**src/rtl/uart_receiver.sv**
```systemverilog
// uart_receiver: 8-bit asynchronous serial receiver.
//
// Frame: one start bit (low), 8 data bits LSB first, an optional even-parity
// bit, then one stop bit (high). The line idles high.
//
// The raw RX input is resynchronised through two flops. Every decision uses
// the synchronised copy (rx_s). A 16-bit bit-timer places each sample near
// the middle of its bit:
//   - the start bit is confirmed half a bit after the falling edge;
//   - every later bit is sampled one full bit period after the previous one.
//
// Valid, Frame_Err and Parity_Err are registered one-cycle strobes. At most
// one of them fires per frame.
//
// Optional feature, selected at compile time:
//   UART_RX_PARITY_EN - adds a PARITY state that samples one even-parity bit
//                       between data bit 7 and the stop bit. When undefined,
//                       Parity_Err is tied low and the frame is 10 bits.
module uart_receiver #(
    parameter int CLKS_PER_BIT = 5208
) (
    input  logic       CLK,
    input  logic       RST,
    input  logic       RX,
    output logic [7:0] Data,
    output logic       Valid,
    output logic       Frame_Err,
    output logic       Parity_Err,
    output logic       Busy
);

    // Timer compare points: middle of the start bit, and one full bit period.
    localparam logic [15:0] HALF_CNT = 16'(CLKS_PER_BIT / 2 - 1);
    localparam logic [15:0] FULL_CNT = 16'(CLKS_PER_BIT - 1);

`ifdef UART_RX_PARITY_EN
    typedef enum logic [2:0] {
        IDLE      = 3'd0,
        START     = 3'd1,
        DATA      = 3'd2,
        PARITY    = 3'd3,
        STOP      = 3'd4,
        WAIT_HIGH = 3'd5
    } state_t;
`else
    typedef enum logic [2:0] {
        IDLE      = 3'd0,
        START     = 3'd1,
        DATA      = 3'd2,
        STOP      = 3'd4,
        WAIT_HIGH = 3'd5
    } state_t;
`endif

    state_t      state;
    state_t      state_next;

    logic        rx_meta;
    logic        rx_s;
    logic [15:0] timer;
    logic [2:0]  bit_cnt;
    logic [7:0]  shift;

    // Control strobes decoded by the FSM for the datapath registers.
    logic        timer_clr;
    logic        bit_en;
    logic        load_data;
    logic        frame_hit;
    logic        parity_hit;

`ifdef UART_RX_PARITY_EN
    logic        par_sample;
    logic        par_bad;
`endif

    // Two-flop synchronizer. It resets to idle-high, so releasing reset
    // never looks like a start bit.
    always_ff @(posedge CLK or negedge RST) begin
        if (!RST) begin
            rx_meta <= 1'b1;
            rx_s    <= 1'b1;
        end else begin
            rx_meta <= RX;
            rx_s    <= rx_meta;
        end
    end

    // FSM state register.
    always_ff @(posedge CLK or negedge RST) begin
        if (!RST) begin
            state <= IDLE;
        end else begin
            state <= state_next;
        end
    end

    // FSM next state and datapath controls. The timer is cleared on every
    // transition, and it is held at zero while waiting for the line.
    always_comb begin
        state_next = state;
        timer_clr  = 1'b0;
        bit_en     = 1'b0;
        load_data  = 1'b0;
        frame_hit  = 1'b0;
        parity_hit = 1'b0;
`ifdef UART_RX_PARITY_EN
        par_sample = 1'b0;
`endif
        case (state)
            IDLE: begin
                timer_clr = 1'b1;
                if (!rx_s) begin
                    state_next = START;
                end
            end
            START: begin
                if (timer == HALF_CNT) begin
                    timer_clr  = 1'b1;
                    // A line already back high at mid-start is a glitch.
                    state_next = rx_s ? IDLE : DATA;
                end
            end
            DATA: begin
                if (timer == FULL_CNT) begin
                    timer_clr = 1'b1;
                    bit_en    = 1'b1;
                    if (bit_cnt == 3'd7) begin
`ifdef UART_RX_PARITY_EN
                        state_next = PARITY;
`else
                        state_next = STOP;
`endif
                    end
                end
            end
`ifdef UART_RX_PARITY_EN
            PARITY: begin
                if (timer == FULL_CNT) begin
                    timer_clr  = 1'b1;
                    par_sample = 1'b1;
                    state_next = STOP;
                end
            end
`endif
            STOP: begin
                if (timer == FULL_CNT) begin
                    timer_clr = 1'b1;
                    if (rx_s) begin
                        // A bad stop bit takes priority over a parity error.
`ifdef UART_RX_PARITY_EN
                        if (par_bad) begin
                            parity_hit = 1'b1;
                        end else begin
                            load_data = 1'b1;
                        end
`else
                        load_data = 1'b1;
`endif
                        state_next = IDLE;
                    end else begin
                        frame_hit  = 1'b1;
                        state_next = WAIT_HIGH;
                    end
                end
            end
            WAIT_HIGH: begin
                // Hold off until the line returns high, so that a break
                // condition cannot retrigger reception.
                timer_clr = 1'b1;
                if (rx_s) begin
                    state_next = IDLE;
                end
            end
            default: begin
                timer_clr  = 1'b1;
                state_next = IDLE;
            end
        endcase
    end

    // Bit-timer: free-runs inside a frame and restarts on each sample point.
    always_ff @(posedge CLK or negedge RST) begin
        if (!RST) begin
            timer <= 16'd0;
        end else if (timer_clr) begin
            timer <= 16'd0;
        end else begin
            timer <= timer + 16'd1;
        end
    end

    // Bit counter and shift register. The counter restarts at each start bit
    // and saturates at 7 instead of wrapping.
    always_ff @(posedge CLK or negedge RST) begin
        if (!RST) begin
            bit_cnt <= 3'd0;
            shift   <= 8'h00;
        end else begin
            if (state == START) begin
                bit_cnt <= 3'd0;
            end else if (bit_en && (bit_cnt != 3'd7)) begin
                bit_cnt <= bit_cnt + 3'd1;
            end
            if (bit_en) begin
                shift[bit_cnt] <= rx_s;
            end
        end
    end

`ifdef UART_RX_PARITY_EN
    // Even parity: the received parity bit must equal the XOR of the data
    // bits. The result is held until the stop decision.
    always_ff @(posedge CLK or negedge RST) begin
        if (!RST) begin
            par_bad <= 1'b0;
        end else if (state == START) begin
            par_bad <= 1'b0;
        end else if (par_sample) begin
            par_bad <= (rx_s != ^shift);
        end
    end
`endif

    // Output register and strobes. Data only changes on a clean frame.
    always_ff @(posedge CLK or negedge RST) begin
        if (!RST) begin
            Data      <= 8'h00;
            Valid     <= 1'b0;
            Frame_Err <= 1'b0;
        end else begin
            Valid     <= load_data;
            Frame_Err <= frame_hit;
            if (load_data) begin
                Data <= shift;
            end
        end
    end

`ifdef UART_RX_PARITY_EN
    // Parity error strobe, raised at the stop decision.
    always_ff @(posedge CLK or negedge RST) begin
        if (!RST) begin
            Parity_Err <= 1'b0;
        end else begin
            Parity_Err <= parity_hit;
        end
    end
`else
    assign Parity_Err = parity_hit;
`endif

    assign Busy = (state != IDLE);

endmodule
```
**config.mk**
```make
export PLATFORM = sky130hd
export DESIGN_NAME = uart_receiver
export DESIGN_NICKNAME = d
export VERILOG_FILES = /design/src/rtl/uart_receiver.sv
export SDC_FILE = /design/constraint.sdc
export NUM_CORES = 1
export LEC_CHECK = 0
export CORE_MARGIN = 10
export CORE_UTILIZATION = 60
export DETAILED_ROUTE_END_ITERATION = 10
export PLACE_DENSITY = 0.92
export SLEW_MARGIN = 20
export SYNTH_ARGS = -nofsm -noshare
export SYNTH_HDL_FRONTEND = slang
export SYNTH_SLANG_ARGS = --single-unit
```
**constraint.sdc**
```tcl
create_clock -name CLK -period 5.1 [get_ports CLK]
set_input_delay 1.53 -clock CLK [delete_from_list [all_inputs] [get_ports CLK]]
set_output_delay 1.53 -clock CLK [all_outputs]
set_load 0.005 [all_outputs]
```
==> results of run 1 <==
area by class of cell:
| type | instances | area (um^2) |
|---|---|---|
| Sequential cell | 42 | 1054 |
| Fill cell | 256 | 1049 |
| Multi-Input combinational cell | 128 | 950.9 |
| Timing Repair Buffer | 13 | 125.1 |
| Tap cell | 46 | 57.56 |
| Clock inverter | 3 | 45.04 |
| Clock buffer | 5 | 37.54 |
| Inverter | 5 | 18.77 |
metal layers:
layer	routed length, um	up-vias	track usage (%)
li1	-	658	-
met1	1617	694	16.06
met2	1962	65	22.45
met3	252	14	3.645
met4	153	0	10.04
met5	0	-	0
worst register-to-register path, delay by kind of cell, from the launching register on:
family / cells / cell delay, ps
flops: 1 / 400
mux: 1 / 320
simple gates: 3 / 780
fa+ha+maj: 1 / 260
compound gates: 1 / 480
registers in the layout, indices dropped and copies added (netlist names):
name and count:
Data 8, Frame_Err 1, Valid 1, bit_cnt 3, rx_meta 1, rx_s 1
shift 8, state 3, timer 16
worst paths after layout:
| kind | from | endpoint | slack (ps) | cells after the start |
|---|---|---|---|---|
| min reg2reg | rx_meta$_DFF_PN1_ | rx_s$_DFF_PN1_ | 350 | 0 |
| max reg2reg | timer[1]$_DFF_PN0_ | state[2]$_DFFE_PN0P_ | 2750 | 6 |
| min | rx_meta$_DFF_PN1_ | rx_s$_DFF_PN1_ | 350 | 0 |
| max in group asynchronous | RST | timer[5]$_DFF_PN0_ | 3250 | 1 |
| max | state[2]$_DFFE_PN0P_ | Busy | 1930 | 2 |
| min in group asynchronous | RST | timer[10]$_DFF_PN0_ | 1280 | 1 |
metrics by stage:
stage | util, % | std cells | hold WS (ps) | total power, mW | cell area (um^2)
3_5_place_dp | 66.10 | 234 | 354.3 | 0.3508 | 2206
4_1_cts | 68.58 | 242 | 356.7 | 0.5631 | 2288
5_1_grt | 68.58 | 242 | 361.9 | 0.5807 | 2288
3_3_place_gp | 66.10 | 234 | 345.9 | 0.3501 | 2206
2_1_floorplan | - | 182 | 345.2 | 0.3434 | 2066
6_report | 68.58 | 242 | 348.1 | 0.5567 | 2288
synthesized netlist by cell type, types with 2 or more instances:
master	count
o21ai_0	4
and4b_1	2
inv_1	5
nand3_1	6
dfrtp_1	40
buf_2	4
and2_1	2
nor3b_1	3
mux2_2	8
ha_1	3
or3_1	4
xnor2_1	6
nand4_1	4
or3b_2	2
mux2_4	8
nor3_1	4
dfstp_2	2
nand3b_1	2
nor2_1	25
nand2_1	14
mux2i_1	2
xor2_1	7
a21oi_1	4
nor4bb_1	3
power breakdown:
part	internal (mW)	switching [mW]	total, mW
clock	0.103	0.110	0.213
combinational	0.00121	0.00684	0.00805
sequential	0.334	0.00157	0.336
total	0.438	0.118	0.557
kinds of logic after synthesis:
group,share of synthesized area (%)
AND/OR/NAND/NOR,22.71
flip-flops,51.00
multiplexers,11.15
AO/OA/AOI/OAI,4.664
XOR/XNOR,5.512
buffers and inverters,2.968
adder cells (fa/ha/maj),1.817
other,0.1815
==> qor.txt, run 1 <==
Outcome: completed
Cells after Synth: 182
Final TNS setup: 0 ps
Worst Tran Pin Value: 894.5 ps
Die Span Y: 78.68 um
Largest vdd supply drop: 151.1 uV
Die area: 6190 um^2
N_diodes: 0
Lkg Pwr: 1.011 nW
CP Data Required Time: 3570 ps
Number of synthesized flops with an enable pin: 0
Period minus WS final: 3174 ps
Period utilization: 62.24%
Ys Warns: 0
GRT Util Overall: 14.07%
Synth area leader: dfrtp_1
Crit-path slowest cell: dfrtp_1
Slew Viols, Final: 0
Post-CTS Hold Buffers: 0
CTS root buffer: clkbuf_4
Mapped cell area: 2066 um^2
Skew final: 15.77 ps
Final Setup Violations: 0
Number of CTS-inserted buffers: 5
Vias per cell: 5.913
Cell Rows: 21
Syn_nets: 188
DRT Pass-1 Iters: 4
Post-synthesis cell type count: 42
Top post-synthesis cells by area: dfrtp_1, mux2_4, nor2_1
WP buf/inv: 1
Port bufs: 13
Commonest cells after routing, fill and taps aside: dfrtp_1, nor2_1, nand2_1, clkdlybuf4s50_1
Maximum buffer depth of the clock tree: 2
Core area: 3337 um^2
CP max FO: 8
Crit path cell chain: or3_1 -> clkdlybuf4s50_1
CP top delay family: flip-flops
Worst setup margin: 1926 ps
Achievable frequency: 0.3150 GHz
Initial Util: 61.90%
Nets@finish: 201
Initial antenna violation count: 0
CP Data Arrival Time: 1640 ps
Final GP Congestion: 0.8431
Hold Fails Final Rpt: 0
Worst stage delay on the critical path: 460 ps
Largest net degree at the start of global routing: 43
Dpl hpwl: 2.815 mm
Synth-to-layout area growth: 10.78%
Chip width: 78.68 um
Share of layout cells above drive strength 1: 17.86%
Power Density: 243.3 nW/um^2
Max-slew headroom: 40.37%
Main synth FF type: dfrtp_1
H-tree depth: 2
Routed WL per cell: 16.47 um
Initial DRC count: 205
Async set or reset register ratio after synthesis: 100.0%
Vias in the first global route: 1490
Ports: 15
Post-CTS Setup Inserts: 0
Post-Syn Area per Cell: 11.35 um^2
Worst setup SP type: flop
GRT overflow: 0
Drc violations: 0
Dpl ws: 2325 ps
Wire length of the first global-routing pass: 6.913 mm
Worst hold path type: flop to flop
MaxCap Viol Count: 0
Flops & latches, synth: 42
Clock Latency Late Sink: 360 ps
Detail Route Antenna Nets: 0
Worst-path clk slew: 130 ps
Clock Sinks: 42
RSZ-0062 raised after global routing: no
Most common cell after layout, fill and taps aside: dfrtp_1
Via count: 1431
CTS tree: yes
Critical path type: flop to primary output
Post-CTS resize count: 0
Kind of end point of the critical path: primary output
Yosys top cell area share: 48.46%
Post-synthesis sequential area ratio: 51.00%
Detailed Route WL: 3.985 mm
(Power assumes the default switching activity.)
==> run 2, diff against run 1 <==
--- a/config.mk
+++ b/config.mk
@@ -6,9 +6,9 @@
 export NUM_CORES = 1
 export LEC_CHECK = 0
 export CORE_MARGIN = 10
-export CORE_UTILIZATION = 60
+export CORE_UTILIZATION = 52
 export DETAILED_ROUTE_END_ITERATION = 10
-export PLACE_DENSITY = 0.92
+export PLACE_DENSITY = 0.86
 export SLEW_MARGIN = 20
 export SYNTH_ARGS = -nofsm -noshare
 export SYNTH_HDL_FRONTEND = slang
==> constraint.sdc (replaced) <==
create_clock -name CLK -period 2.9 [get_ports CLK]
set_input_delay 0.87 -clock CLK [delete_from_list [all_inputs] [get_ports CLK]]
set_output_delay 0.87 -clock CLK [all_outputs]
set_load 0.005 [all_outputs]
==> qor.txt, run 2 (synthesis gave the netlist of run 1 again) <==
Dpl hpwl: 2.572 mm (-8.6%)
Post-CTS resize count: 0 (unchanged)
Slew Viols, Final: 0 (unchanged)
Largest vdd supply drop: 369.5 uV (+140%)
Final Power: 0.9862 mW (+77%)
MaxCap Viol Count: 0 (unchanged)
Initial DRC count: 56 (-73%)
N_diodes: 0 (unchanged)
Top reg by flops: timer
Post-CTS Setup Inserts: 0 (unchanged)
RSZ-0062 raised after global routing: no
Detailed Route WL: 3.689 mm (-7.4%)
Die area: 6894 um^2 (+11%)
DRT Pass-1 Iters: 4 (unchanged)
Share of layout cells above drive strength 1: 18.18% (+0.32 points)
Die Span Y: 83.03 um (+5.5%)
Sequential power share: 59.9% (-0.5 points)
Largest net degree at the start of global routing: 43 (unchanged)
Clock Sinks: 42 (unchanged)
Final GP Congestion: 0.8231 (-2.4%)
Outcome: completed
CP max FO: 8 (unchanged)
Worst-path clk slew: 70 ps (-60 ps)
Lkg Pwr: 1.031 nW (+2.0%)
Largest registers: timer (16), Data (8), shift (8)
Combinational power share: 1.4% (about the same)
Crit path cell chain: or3_1 -> clkdlybuf4s50_1
Worst Tran Pin Value: 901.6 ps (+7.102 ps)
H-tree depth: 2 (unchanged)
CTS tree: yes
Clock Latency Late Sink: 300 ps (-60 ps)
Max-slew headroom: 39.89% (-0.47 points)
Port bufs: 13 (unchanged)
WP buf/inv: 1 (unchanged)
GRT overflow: 0 (unchanged)
Period utilization: 83.91%
Worst setup SP type: flop
GRT Util Overall: 11.10% (-3.0 points)
Sw frac: 20.72% (-0.52 points)
Kind of end point of the critical path: primary output
Worst hold margin: 356.3 ps (+8.132 ps)
Period minus WS final: 2433 ps
CP top delay family: buffers and inverters
Achievable frequency: 0.4109 GHz
Ports: 15 (unchanged)
Maximum buffer depth of the clock tree: 2 (unchanged)
Worst hold path type: flop to flop
Nets@finish: 203 (+1.0%)
Routed WL per cell: 15.00 um (-8.9%)
Power Density: 426.1 nW/um^2 (+75%)
Detail Route Antenna Nets: 0 (unchanged)
Core area: 3744 um^2 (+12%)
Via count: 1359 (-5.0%)
CTS root buffer: clkbuf_8
Fill cell count: 328 (+28%)
CP Data Arrival Time: 1560 ps (-80 ps)
Hold Fails Final Rpt: 0 (unchanged)
Wire length of the first global-routing pass: 6.465 mm (-6.5%)
Most common cell after layout, fill and taps aside: dfrtp_1
Vias per cell: 5.524 (-6.6%)
Critical path type: flop to primary output
Clock network fraction of design power: 38.7% (+0.5 points)
NetSw: 0.2043 mW (+73%)
Final TNS setup: 0 ps (unchanged)
Skew final: 6.734 ps (-9.034 ps)
Number of CTS-inserted buffers: 5 (unchanged)
Chip width: 83.03 um (+5.5%)
Final Setup Violations: 0 (unchanged)
Cell Rows: 22 (+4.8%)
Drc violations: 0 (unchanged)
Commonest cells after routing, fill and taps aside: dfrtp_1, nor2_1, nand2_1, clkdlybuf4s50_1
Initial Util: 55.18% (-6.7 points)
Synth-to-layout area growth: 12.05%
Initial antenna violation count: 0 (unchanged)
Worst stage delay on the critical path: 450 ps (about the same)
Vias in the first global route: 1430 (-4.0%)
Crit-path slowest cell: clkdlybuf4s50_1
CP Data Required Time: 2030 ps (-1540 ps)
Internal power: 0.7819 mW (+78%)
Final core occ: 61.83% (-6.7 points)
Post-CTS Hold Buffers: 0 (unchanged)
Max FFs per register: 16 (unchanged)
run 2: metal layers:
metal  vias up  wire [um]  GRT usage [%]
met5         -          0              0
met4         0         58          4.923
met3         8        184          5.078
met2        23       1791          17.46
met1       665       1655          12.57
li1        663          -              -
run 2: power by group through the flow:
stage	logic [mW]	clock network, mW	registers [mW]
final	0.0141	0.381	0.591
after CTS	0.0151	0.397	0.590
after detailed placement	0.0151	0	0.602
after global routing	0.0169	0.422	0.591
after floorplan	0.00380	0	0.600
after global placement	0.0146	0	0.602
run 2: per-stage QoR:
stage,area [um^2],setup slack (ps),instances
CTS,2315,454.7,246
global placement,2223,781.3,238
finish,2315,466.6,246
detailed placement,2223,718.3,238
global route,2315,400.2,246
floorplan,2066,984.9,182
run 2: worst paths after layout:
check	from	to	slack, ps	cells after the start
worst min register to register	rx_meta$_DFF_PN1_	rx_s$_DFF_PN1_	360	0
max in group asynchronous	RST	state[0]$_DFFE_PN0P_	1640	1
worst max register to register	timer[0]$_DFF_PN0_	Data[4]$_DFFE_PN0P_	710	5
worst min-delay path	rx_meta$_DFF_PN1_	rx_s$_DFF_PN1_	360	0
worst max-delay path	state[2]$_DFFE_PN0P_	Busy	470	2
min in group asynchronous	RST	Data[2]$_DFFE_PN0P_	700	1
run 2: worst reg2reg max path, stage by stage, from the launching register on:
cell	delay (ps)
dfrtp_1	400
ha_1	260
and4b_1	290
nand4_4	140
or3_1	600
mux2_4	390
run 2: area by class of cell:
cell class                 count  area [um^2]  area share, %
clock inverter                 1        5.005         0.2162
tap                           48        60.06          2.595
multi-input combinational    128        950.9          41.08
timing repair buffer          15        140.1          6.054
inverter                       5        18.77         0.8108
clock buffer                   7        86.33          3.730
sequential                    42         1054          45.51
==> run 3, diff against run 2 <==
==> constraint.sdc (replaced) <==
create_clock -name CLK -period 2 [get_ports CLK]
set_input_delay 0.6 -clock CLK [delete_from_list [all_inputs] [get_ports CLK]]
set_output_delay 0.6 -clock CLK [all_outputs]
set_load 0.005 [all_outputs]
==> qor.txt, run 3 (synthesis gave the netlist of run 1 again) <==
Detail Route Antenna Nets: 0 (unchanged)
Number of CTS-inserted buffers: 5 (unchanged)
Routed WL per cell: 15.06 um (+0.43%)
Detailed Route WL: 3.991 mm (+8.2%)
Sw frac: 21.23% (+0.52 points)
Clock Sinks: 42 (unchanged)
Synth-to-layout area growth: 20.71%
N_diodes: 0 (unchanged)
Initial Util: 55.18% (unchanged)
Kind of end point of the critical path: flop
Final Power: 1.442 mW (+46%)
CTS tree: yes
Chip width: 83.03 um (unchanged)
CP Data Required Time: 2190 ps (+160 ps)
CP Data Arrival Time: 2180 ps (+620 ps)
Worst hold path type: input pin to asynchronous set/reset pin
Initial DRC count: 64 (+14%)
Storage element area: 1054 um^2 (unchanged)
Period minus WS final: 1992 ps
CP max FO: 5 (-3)
Most common cell after layout, fill and taps aside: dfrtp_1
Final GP Congestion: 0.8388 (+1.9%)
Non-filler cells in the finished layout: 265 (+7.7%)
MaxCap Viol Count: 0 (unchanged)
Final TNS setup: 0 ps (unchanged)
Internal power: 1.136 mW (+45%)
GRT overflow: 0 (unchanged)
Outcome: completed
Die area: 6894 um^2 (unchanged)
Reg-to-reg slack, setup: 8 ps (-700 ps)
Nets@finish: 222 (+9.4%)
Max FFs per register: 16 (unchanged)
R2R cell count: 7 (+2)
Multi-input gate area: 980.9 um^2 (+3.2%)
Drc violations: 0 (unchanged)
Critical path type: flop to flop
RSZ-0062 raised after global routing: yes
Cells after DPL: 253 (+6.3%)
Worst Tran Pin Value: 511.6 ps (-390.0 ps)
Top reg by flops: timer
Port bufs: 13 (unchanged)
Core area: 3744 um^2 (unchanged)
DRT Pass-1 Iters: 4 (unchanged)
Wire length of the first global-routing pass: 6.762 mm (+4.6%)
Dpl ws: 17.54 ps (-700.8 ps)
Power Density: 578.5 nW/um^2 (+36%)
Clock network fraction of design power: 39.0% (+0.3 points)
Worst setup margin: 8.143 ps (-458.4 ps)
Lkg Pwr: 1.131 nW (+9.7%)
GRT Util Overall: 11.63% (+0.54 points)
Via count: 1471 (+8.2%)
Worst-path clk slew: 80 ps (about the same)
Achievable frequency: 0.5020 GHz
Maximum buffer depth of the clock tree: 2 (unchanged)
Initial antenna violation count: 0 (unchanged)
Vias in the first global route: 1411 (-1.3%)
Period utilization: 99.59%
Combinational power share: 1.9% (+0.5 points)
Fill cell count: 299 (-8.8%)
Commonest cells after routing, fill and taps aside: dfrtp_1, nor2_1, buf_4, nand2_1, clkdlybuf4s50_1
Clock Latency Late Sink: 300 ps (about the same)
Cell Rows: 22 (unchanged)
Dpl hpwl: 2.702 mm (+5.0%)
H-tree depth: 2 (unchanged)
NetSw: 0.3063 mW (+50%)
Largest net degree at the start of global routing: 43 (unchanged)
Vias per cell: 5.551 (+0.48%)
Share of layout cells above drive strength 1: 27.19% (+9.0 points)
Placed cell areas: 2336 um^2 (+5.1%)
Reg-to-Reg End: shift[3]$_DFFE_PN0P_
Max-slew headroom: 65.89% (+26 points)
Slew Viols, Final: 0 (unchanged)
Worst setup SP type: flop
Largest vdd supply drop: 503.0 uV (+36%)
Hold Fails Final Rpt: 0 (unchanged)
Largest registers: timer (16), Data (8), shift (8)
Cell area after layout: 2494 um^2 (+7.7%)
Worst R2R Start: timer[0]$_DFF_PN0_
CTS root buffer: clkbuf_8
Ports: 15 (unchanged)
Final Setup Violations: 0 (unchanged)
Skew final: 6.263 ps (-0.4714 ps)
Sequential power share: 59.1% (-0.8 points)
Die Span Y: 83.03 um (unchanged)
[run 3: per-layer routing]
layer,wire (um),up-vias,global-route usage [%]
met4,59,0,4.154
met3,216,7,5.273
met2,1908,23,18.30
met1,1807,742,13.58
met5,0,-,0
li1,-,699,-
[run 3: stage by stage]
step / utilization, % / hold slack, ps
2_1_floorplan: - / 304.4
3_3_place_gp: 62.40 / 346.6
3_5_place_dp: 62.40 / 349.0
4_1_cts: 65.44 / 360.0
5_1_grt: 66.61 / 361.4
6_report: 66.61 / 353.1
[run 3: worst max-delay path by stage]
| stage | from | cells after the start | to |
|---|---|---|---|
| 2_1_floorplan | timer[0]$_DFF_PN0_ | 6 | shift[5]$_DFFE_PN0P_ |
| 6_report | timer[0]$_DFF_PN0_ | 7 | shift[3]$_DFFE_PN0P_ |
| 5_1_grt | timer[0]$_DFF_PN0_ | 7 | shift[3]$_DFFE_PN0P_ |
| 3_5_place_dp | timer[0]$_DFF_PN0_ | 6 | shift[3]$_DFFE_PN0P_ |
| 3_3_place_gp | state[0]$_DFFE_PN0P_ | 4 | Data[0]$_DFFE_PN0P_ |
| 4_1_cts | timer[0]$_DFF_PN0_ | 6 | shift[5]$_DFFE_PN0P_ |
[run 3: critical path, stage by stage (launching register included)]
cell,delay (ps)
dfrtp_1,400
ha_2,200
and4b_1,260
and4_1,210
nand4_1,110
buf_6,170
nor3b_4,220
mux2_4,320
[run 3: timing repair]
| action | 4_1_cts | 5_1_grt |
|---|---|---|
| hold buffers | 0 | 0 |
| setup endpoints to repair | 2 | 28 |
| resized for setup | 3 | 7 |
| pin swaps | 1 | 5 |
| buffers inserted | 2 | 2 |
[run 3: final cells by class]
type / count / share of cell area [%]
Inverter: 5 / 0.7526
Clock inverter: 1 / 0.2007
Tap cell: 48 / 2.408
Sequential cell: 42 / 42.25
Timing Repair Buffer: 34 / 11.59
Multi-Input combinational cell: 128 / 39.34
Clock buffer: 7 / 3.462
[run 3: power by group through the flow]
stage	sequential (mW)	combinational, mW	clock (mW)
2_1_floorplan	0.870	0.00551	0
6_report	0.853	0.0268	0.563
3_5_place_dp	0.870	0.0281	0
5_1_grt	0.853	0.0316	0.618
3_3_place_gp	0.869	0.0278	0
4_1_cts	0.853	0.0282	0.579
